==> src/rtl/step_dir_generator.sv <==
// Step/dir pulse generator: runs counted moves at a fixed step period,
// with direction setup time, clean abort and a wrapping signed position.
module step_dir_generator #(
    parameter int COUNT_W = 32
) (
    input  logic               clk,
    input  logic               reset,
    input  logic               move_valid,
    output logic               move_ready,
    input  logic [COUNT_W-1:0] move_steps,
    input  logic               move_dir,
    input  logic [23:0]        move_period,
    input  logic [7:0]         config_pulse_width,
    input  logic [7:0]         config_dir_setup,
    input  logic               abort,
    output logic               step,
    output logic               dir,
    output logic               busy,
    output logic               done,
    output logic [COUNT_W-1:0] steps_remaining,
    output logic [COUNT_W-1:0] position
);

    typedef enum logic [1:0] {
        IDLE,
        DIR_SETUP,
        STEP_HIGH,
        STEP_LOW
    } state_t;

    localparam logic [COUNT_W-1:0] ONE = COUNT_W'(1);

    state_t             r_state, w_state_nxt;
    logic [23:0]        r_cnt, w_cnt_nxt;
    logic [7:0]         r_high, w_high_nxt;
    logic [23:0]        r_low, w_low_nxt;
    logic               r_step, w_step_nxt;
    logic               r_dir, w_dir_nxt;
    logic               r_done, w_done_nxt;
    logic               r_abort_pend, w_abort_pend_nxt;
    logic [COUNT_W-1:0] r_rem, w_rem_nxt;
    logic [COUNT_W-1:0] r_pos, w_pos_nxt;

    logic               w_accept;
    logic               w_pend;
    logic [7:0]         w_in_high;
    logic [23:0]        w_in_low;
    logic [7:0]         w_in_setup_m1;
    logic [COUNT_W-1:0] w_pos_inc;

    assign w_accept      = move_valid && move_ready;
    assign w_in_high     = (config_pulse_width == 8'd0) ? 8'd1
                                                        : config_pulse_width;
    assign w_in_low      = (move_period > {16'd0, w_in_high})
                         ? move_period - {16'd0, w_in_high}
                         : 24'd1;
    assign w_in_setup_m1 = (config_dir_setup == 8'd0) ? 8'd0
                                                      : config_dir_setup - 8'd1;
    assign w_pos_inc     = r_dir ? r_pos + ONE : r_pos - ONE;
    assign w_pend        = r_abort_pend || abort;

    // Timer r_cnt counts down the remaining cycles of the current phase.
    always_comb begin
        w_state_nxt      = r_state;
        w_cnt_nxt        = r_cnt;
        w_high_nxt       = r_high;
        w_low_nxt        = r_low;
        w_step_nxt       = r_step;
        w_dir_nxt        = r_dir;
        w_done_nxt       = 1'b0;
        w_abort_pend_nxt = r_abort_pend;
        w_rem_nxt        = r_rem;
        w_pos_nxt        = r_pos;
        unique case (r_state)
            IDLE: begin
                if (w_accept) begin
                    w_high_nxt       = w_in_high;
                    w_low_nxt        = w_in_low;
                    w_abort_pend_nxt = 1'b0;
                    w_rem_nxt        = move_steps;
                    if (move_steps == '0) begin
                        w_done_nxt = 1'b1;
                    end else if (move_dir != r_dir) begin
                        w_dir_nxt   = move_dir;
                        w_cnt_nxt   = {16'd0, w_in_setup_m1};
                        w_state_nxt = DIR_SETUP;
                    end else begin
                        w_state_nxt = STEP_HIGH;
                        w_step_nxt  = 1'b1;
                        w_rem_nxt   = move_steps - ONE;
                        w_pos_nxt   = w_pos_inc;
                        w_cnt_nxt   = {16'd0, w_in_high - 8'd1};
                    end
                end
            end
            DIR_SETUP: begin
                if (abort) begin
                    w_state_nxt = IDLE;
                    w_done_nxt  = 1'b1;
                end else if (r_cnt == 24'd0) begin
                    w_state_nxt = STEP_HIGH;
                    w_step_nxt  = 1'b1;
                    w_rem_nxt   = r_rem - ONE;
                    w_pos_nxt   = w_pos_inc;
                    w_cnt_nxt   = {16'd0, r_high - 8'd1};
                end else begin
                    w_cnt_nxt = r_cnt - 24'd1;
                end
            end
            STEP_HIGH: begin
                // An abort here is remembered so the pulse always completes.
                if (r_cnt == 24'd0) begin
                    w_step_nxt       = 1'b0;
                    w_abort_pend_nxt = 1'b0;
                    if (w_pend) begin
                        w_state_nxt = IDLE;
                        w_done_nxt  = 1'b1;
                    end else begin
                        w_state_nxt = STEP_LOW;
                        w_cnt_nxt   = r_low - 24'd1;
                    end
                end else begin
                    w_cnt_nxt        = r_cnt - 24'd1;
                    w_abort_pend_nxt = w_pend;
                end
            end
            STEP_LOW: begin
                if (abort) begin
                    w_state_nxt = IDLE;
                    w_done_nxt  = 1'b1;
                end else if (r_cnt == 24'd0) begin
                    if (r_rem != '0) begin
                        w_state_nxt = STEP_HIGH;
                        w_step_nxt  = 1'b1;
                        w_rem_nxt   = r_rem - ONE;
                        w_pos_nxt   = w_pos_inc;
                        w_cnt_nxt   = {16'd0, r_high - 8'd1};
                    end else begin
                        w_state_nxt = IDLE;
                        w_done_nxt  = 1'b1;
                    end
                end else begin
                    w_cnt_nxt = r_cnt - 24'd1;
                end
            end
        endcase
    end

    always_ff @(posedge clk) begin
        if (reset) begin
            r_state      <= IDLE;
            r_cnt        <= 24'd0;
            r_high       <= 8'd1;
            r_low        <= 24'd1;
            r_step       <= 1'b0;
            r_dir        <= 1'b0;
            r_done       <= 1'b0;
            r_abort_pend <= 1'b0;
            r_rem        <= '0;
            r_pos        <= '0;
        end else begin
            r_state      <= w_state_nxt;
            r_cnt        <= w_cnt_nxt;
            r_high       <= w_high_nxt;
            r_low        <= w_low_nxt;
            r_step       <= w_step_nxt;
            r_dir        <= w_dir_nxt;
            r_done       <= w_done_nxt;
            r_abort_pend <= w_abort_pend_nxt;
            r_rem        <= w_rem_nxt;
            r_pos        <= w_pos_nxt;
        end
    end

    assign move_ready      = (r_state == IDLE) && !reset;
    assign busy            = (r_state != IDLE);
    assign step            = r_step;
    assign dir             = r_dir;
    assign done            = r_done;
    assign steps_remaining = r_rem;
    assign position        = r_pos;

endmodule

==> config.mk <==
export PLATFORM = sky130hd
export DESIGN_NAME = step_dir_generator
export DESIGN_NICKNAME = d
export VERILOG_FILES = /design/src/rtl/step_dir_generator.sv
export SDC_FILE = /design/constraint.sdc
export NUM_CORES = 1
export LEC_CHECK = 0
export ABC_AREA = 1
export CORE_UTILIZATION = 30
export CTS_BUF_LIST = sky130_fd_sc_hd__clkbuf_8
export CTS_CLUSTER_SIZE = 20
export DETAILED_ROUTE_END_ITERATION = 10
export GPL_ROUTABILITY_DRIVEN = 0
export PLACE_DENSITY_LB_ADDON = 0.2
export SLEW_MARGIN = 20
export SYNTH_ARGS = -nofsm -noshare
export SYNTH_HDL_FRONTEND = slang
export SYNTH_SLANG_ARGS = --single-unit
==> constraint.sdc <==
create_clock -name clk -period 2.5 [get_ports clk]
set_input_delay 0.5 -clock clk [delete_from_list [all_inputs] [get_ports clk]]
set_output_delay 0.5 -clock clk [all_outputs]
set_load 0.01 [all_outputs]
# Yosys cells after proc, flatten, opt, wreduce, memory -nomap -nowiden
# Cells that the tools add are included.
# totals
ff_bits	126
inputBits	77
output_inout_bits	69
wordCells	126
# op_classes
add_sub_neg	10
magnitude_cmp	1
n_eq_ne	17
mux	66
bitwise	1
n_reduce_logical	21
# op_table
cell	count
32-bit 2-to-1 mux	17
24-bit 2-to-1 mux	10
32-bit one-hot mux with 3 select lines	2
24-bit one-hot mux with 4 select lines	1
32-bit by 1-bit subtractor with 32-bit output (second input constant)	3
24-bit by 1-bit subtractor with 24-bit output (second input constant)	2
32-bit by 1-bit adder with 32-bit output (second input constant)	1
32-bit logical NOT	1
32-bit nonzero test	1
24-bit by 8-bit greater-than comparator with 1-bit output	1
24-bit logical NOT	1
8-bit 2-to-1 mux	3
24-bit by 8-bit subtractor with 24-bit output	1
8-bit by 1-bit subtractor with 8-bit output (second input constant)	3
2-bit 2-to-1 mux	10
1-bit 2-to-1 mux	19
2-bit inequality test (second input constant)	9
9-bit AND reduction	2
8-bit logical NOT	2
3-bit inequality test (second input constant)	4
1-bit one-hot mux with 4 select lines	2
2-bit one-hot mux with 4 select lines	1
7-bit AND reduction	1
6-bit AND reduction	1
other kinds (14)	18

# Logic depth before layout (Yosys ltp)
# logic_depth
depth_word	7
depth_mapped	18
mapped_depth_nobuf	17

# Least setup slack after synthesis
# OpenSTA, ideal clock, no wires.
# synth_timing
path_type	input to register
startpoint	input port config_pulse_width[3]
endpoint	register r_low[0]
setup_ns	0.115
arrival_ns	2.596
required_ns	2.385
path_slack_ns	-0.211
cell_stages	17
n_path_buf	1
path_cell_list	inv_1 > nand2_1 > nor2_1 > a21o_1 > ha_1 > fa_1 > inv_1 > nand3_1 > nand2_1 > a21oi_1 > o21ai_1 > nand2_1 > nand2_1 > nand2_1 > clkbuf_1 > o22ai_1 > inv_1
# synth_via
elab_chain_cells	4
word_cells_on_any_way	5
cone_classes	1 x add/sub; 1 x order compare; 2 x mux; 1 x reduce/logical
# synth_rtl
element	line_no	rtl
from (decl)	13	input logic [7:0] config_pulse_width,
8-bit logical NOT *	52	assign w_in_high = (config_pulse_width == 8'd0) ? 8'd1
8-bit 2-to-1 mux *	52	
via w_in_high[0]	46	logic [7:0] w_in_high;
24-bit by 8-bit subtractor with 24-bit output / 24-bit by 8-bit greater-than comparator with 1-bit output (equally long branches)	55, 54	
24-bit 2-to-1 mux *	55	? move_period - {16'd0, w_in_high}
to (signal assigned)	165	r_low <= w_low_nxt;
to (decl)	36	logic [23:0] r_low, w_low_nxt;
# Mark *: on every way through the listed nets, which the timed path passes. The rest lies on a longest branch.
# A chain may end at the register's enable or synchronous reset.

# Worst setup path after layout
# layout_timing
startpoint	input port config_pulse_width[1]
endpoint	register r_low[15]
# Same word-level chain as after synthesis.

==> reports/qor.yml <==
yosys:
  synth_edf_count: 0
  synth_top_area_cell: "dfxtp_1"
  synth.top_cells.by_area: "dfxtp_1 21%, nand2_1 20%, nor2_1 11%"
  synth-async-reset-ratio_pct: 0
  netlist_instances: 2150
  ys_seq_elements: 126
  synth.avg_cell_area_um2: 5.62
  synth.top_cell.area_share_pct: 20.9
  seq_area_frac_synth_pct: 20.9
  ys_warn_count: 0
  synth_flop_cell: "dfxtp_1"
  netlist-cell-type-count: 43
  netlist_area_mm2: 0.0121
  syn_nets: 2277
global_route:
  grt_overflow: 0
  grtUsageMet3_pct: 2.95
  grt_max_degree: 57
  antenna_found_initial: 1
  busiest_layer: "met2"
  grt_pass1_vias: 13800
  grt_util_met2_pct: 33.7
  met1_usage_pct: 29.6
  grt_pass1_wl_um: 70100
  track_usage_pct: 21.2
sta:
  fin_tns_setup_ps: 0
  maxSlewViolCount: 0
  hold_violations: 0
  setup_viol: 0
  rsz0062_at_grt: "true"
  relSlewSlack_pct: 49.0
  period_share_pct: 94.4
  worst_slew_pin_slew_ps: 766
  timing.fmax_ghz: 0.424
  finalCriticalPeriod_ps: 2360
  fin_skew_ps: 19.1
detailed_routing:
  postRouteWirelength_um: 43600
  detail-route-antenna-nets: 0
  wire_per_inst_um: 14.3
  firstDrtPassIters: 6
  num_vias: 14600
  viasPerCell: 4.80
  remaining_drc_errors: 0
  drt_iter0_drc: 1037
finish:
  layout_common_cells: "651 x nand2_1, 345 x nor2_1, 237 x buf_4"
  layout.cells.non_filler: 3044
  drive_gt1_share_pct: 13.7
  area_delta_synth_final_pct: 35.9
  fillers: 4345
  antenna_cells: 0
  final_nets: 2633
  final-seq-area_mm2: 0.00252
  multi_input_area_mm2: 0.00852
  final_common_cell: "nand2_1"
  postLayoutCellArea_mm2: 0.0164
pwr:
  vdd_ir_drop_max_uv: 432
  p_leak_nw: 7.92
  power.density_mw_per_mm2: 1150
placed_design:
  dpl.hpwl_um: 34800
  placedCellCount: 3007
  post_dp_cell_area_mm2: 0.0159
  port_buffers: 145
clock_network:
  tritoncts: "built"
  clk_latency_ps: 480
  clockBufferDepth: 2
  cts_inserted_buffers: 17
  cts.htree.levels: 4
  root_buffer: "clkbuf_8"
  cts.sinks: 126
  path_clk_slew_ps: 100
  postCtsHoldBufs: 0
worst_setup_path:
  r2r_slack_ps: 170
  critPathLaunchType: "primary input"
  cp_max_fo: 10
  endpoint_kind: "flop"
  required_ps: 2910
  arrival_ps: 2770
  crit_type: "primary input to flop"
run_status:
  status: "completed"
floorplanning:
  die_h_um: 203
  initial_utilization_pct: 30.4
  rows: 73
  die_x_um: 203
  core_area_mm2: 0.0397
  pin_count: 146
  design.die.area_mm2: 0.0411
min_path:
  worstHoldPathType: "flop to flop"
run:
  maxCapViolations: 0
per-layer routing:
layer / up-vias / share of wire, %
li1: 7660 / -
met1: 6501 / 49
met2: 380 / 44
met3: 60 / 4.6
met4: 2 / 2.1
met5: - / 0.025
report_power, final:
group / switching (mW) / leakage [nW] / internal [mW] / total [mW]
Combinational: 8.29 / 6.67 / 5.44 / 13.7
Clock: 0.997 / 0.218 / 1.03 / 2.03
Sequential: 0.473 / 1.03 / 2.60 / 3.07
Total: 9.76 / 7.92 / 9.07 / 18.8
state kept, by name, summed over array words and instances (netlist names), 2 cells and up:
signal           cells
r_state              2
r_high               8
position            32
r_cnt               24
r_low               24
steps_remaining     32
path summary, 6_finish.rpt:
path / from / endpoint / depth (start not counted)
worst max register to register: dir / position[21] / 12
worst min-delay path: r_low[23] / r_low[23] / 2
worst min register to register: r_low[23] / r_low[23] / 2
worst max-delay path: config_pulse_width[1] / r_low[15] / 17
cell usage after synthesis, types with 2 or more instances:
library cell  instances
nand2_1             654
nor2_1              349
inv_1               226
nand3_1             189
a21oi_1             147
dfxtp_1             126
o21ai_0             102
xor2_1               53
ha_1                 48
nand4_1              41
clkbuf_1             35
xnor2_1              28
o22ai_1              23
nor3_1               20
buf_2                16
o21bai_1             15
nor2_2                8
nand3b_1              7
buf_6                 6
nand2_2               6
a21o_1                5
nor2_4                5
o211ai_1              5
o21ai_1               5
nor4_1                4
or2_2                 4
inv_2                 3
and2_1                2
fa_1                  2
nand3_2               2
o21a_1                2
stage by stage:
step                setup slack (ps)  util (%)  power, mW  hold WS (ps)
floorplan                      -3.77         -       11.7           444
global placement                -503      40.0       16.5           466
detailed placement              -562      40.0       16.6           469
CTS                             8.90      41.1       18.7           484
global route                   -26.6      41.4       20.7           493
finish                           141      41.4       18.8           484
what timing repair did:
item / CTS / global route
gates cloned: 1 / 1
buffers inserted: 0 / 3
endpoints found under the setup margin: 21 / 68
gates resized for setup: 2 / 21
hold endpoints to repair: 0 / 0
pin swaps: 1 / 4
area by class of cell:
type                    count  share of cell area [%]
multi-input cells        1737                    51.8
clock inverters            14                    1.11
well taps                 525                    4.00
clock buffers              18                    1.51
flip-flops and latches    126                    15.4
inverters                 231                    5.32
repair buffers            393                    20.9
cell families (layout without fill, tap and decap cells):
group / count (synthesis) / in the layout / synth area share [%]
buffers and inverters: 289 / 656 / 9.54
adder cells (fa/ha/maj): 50 / 50 / 5.30
XOR/XNOR: 81 / 81 / 5.87
AO/OA/AOI/OAI: 309 / 309 / 13.7
AND/OR/NAND/NOR: 1295 / 1297 / 44.7
flip-flops: 126 / 126 / 20.9
critical path, cell delays in order:
cell and delay (ps):
clkdlybuf4s50_1 490, nor3_1 70, a21o_1 200, ha_2 200, fa_2 360, inv_2 70, nand3_2 60, nand2_2 90
a21oi_4 70, o21ai_2 120, nand2_1 60, nand2_1 70, nand2_2 60, inv_2 70, buf_12 120, nand3_1 80
o21ai_0 70
No activity file was read; power rests on OpenSTA's default activity.
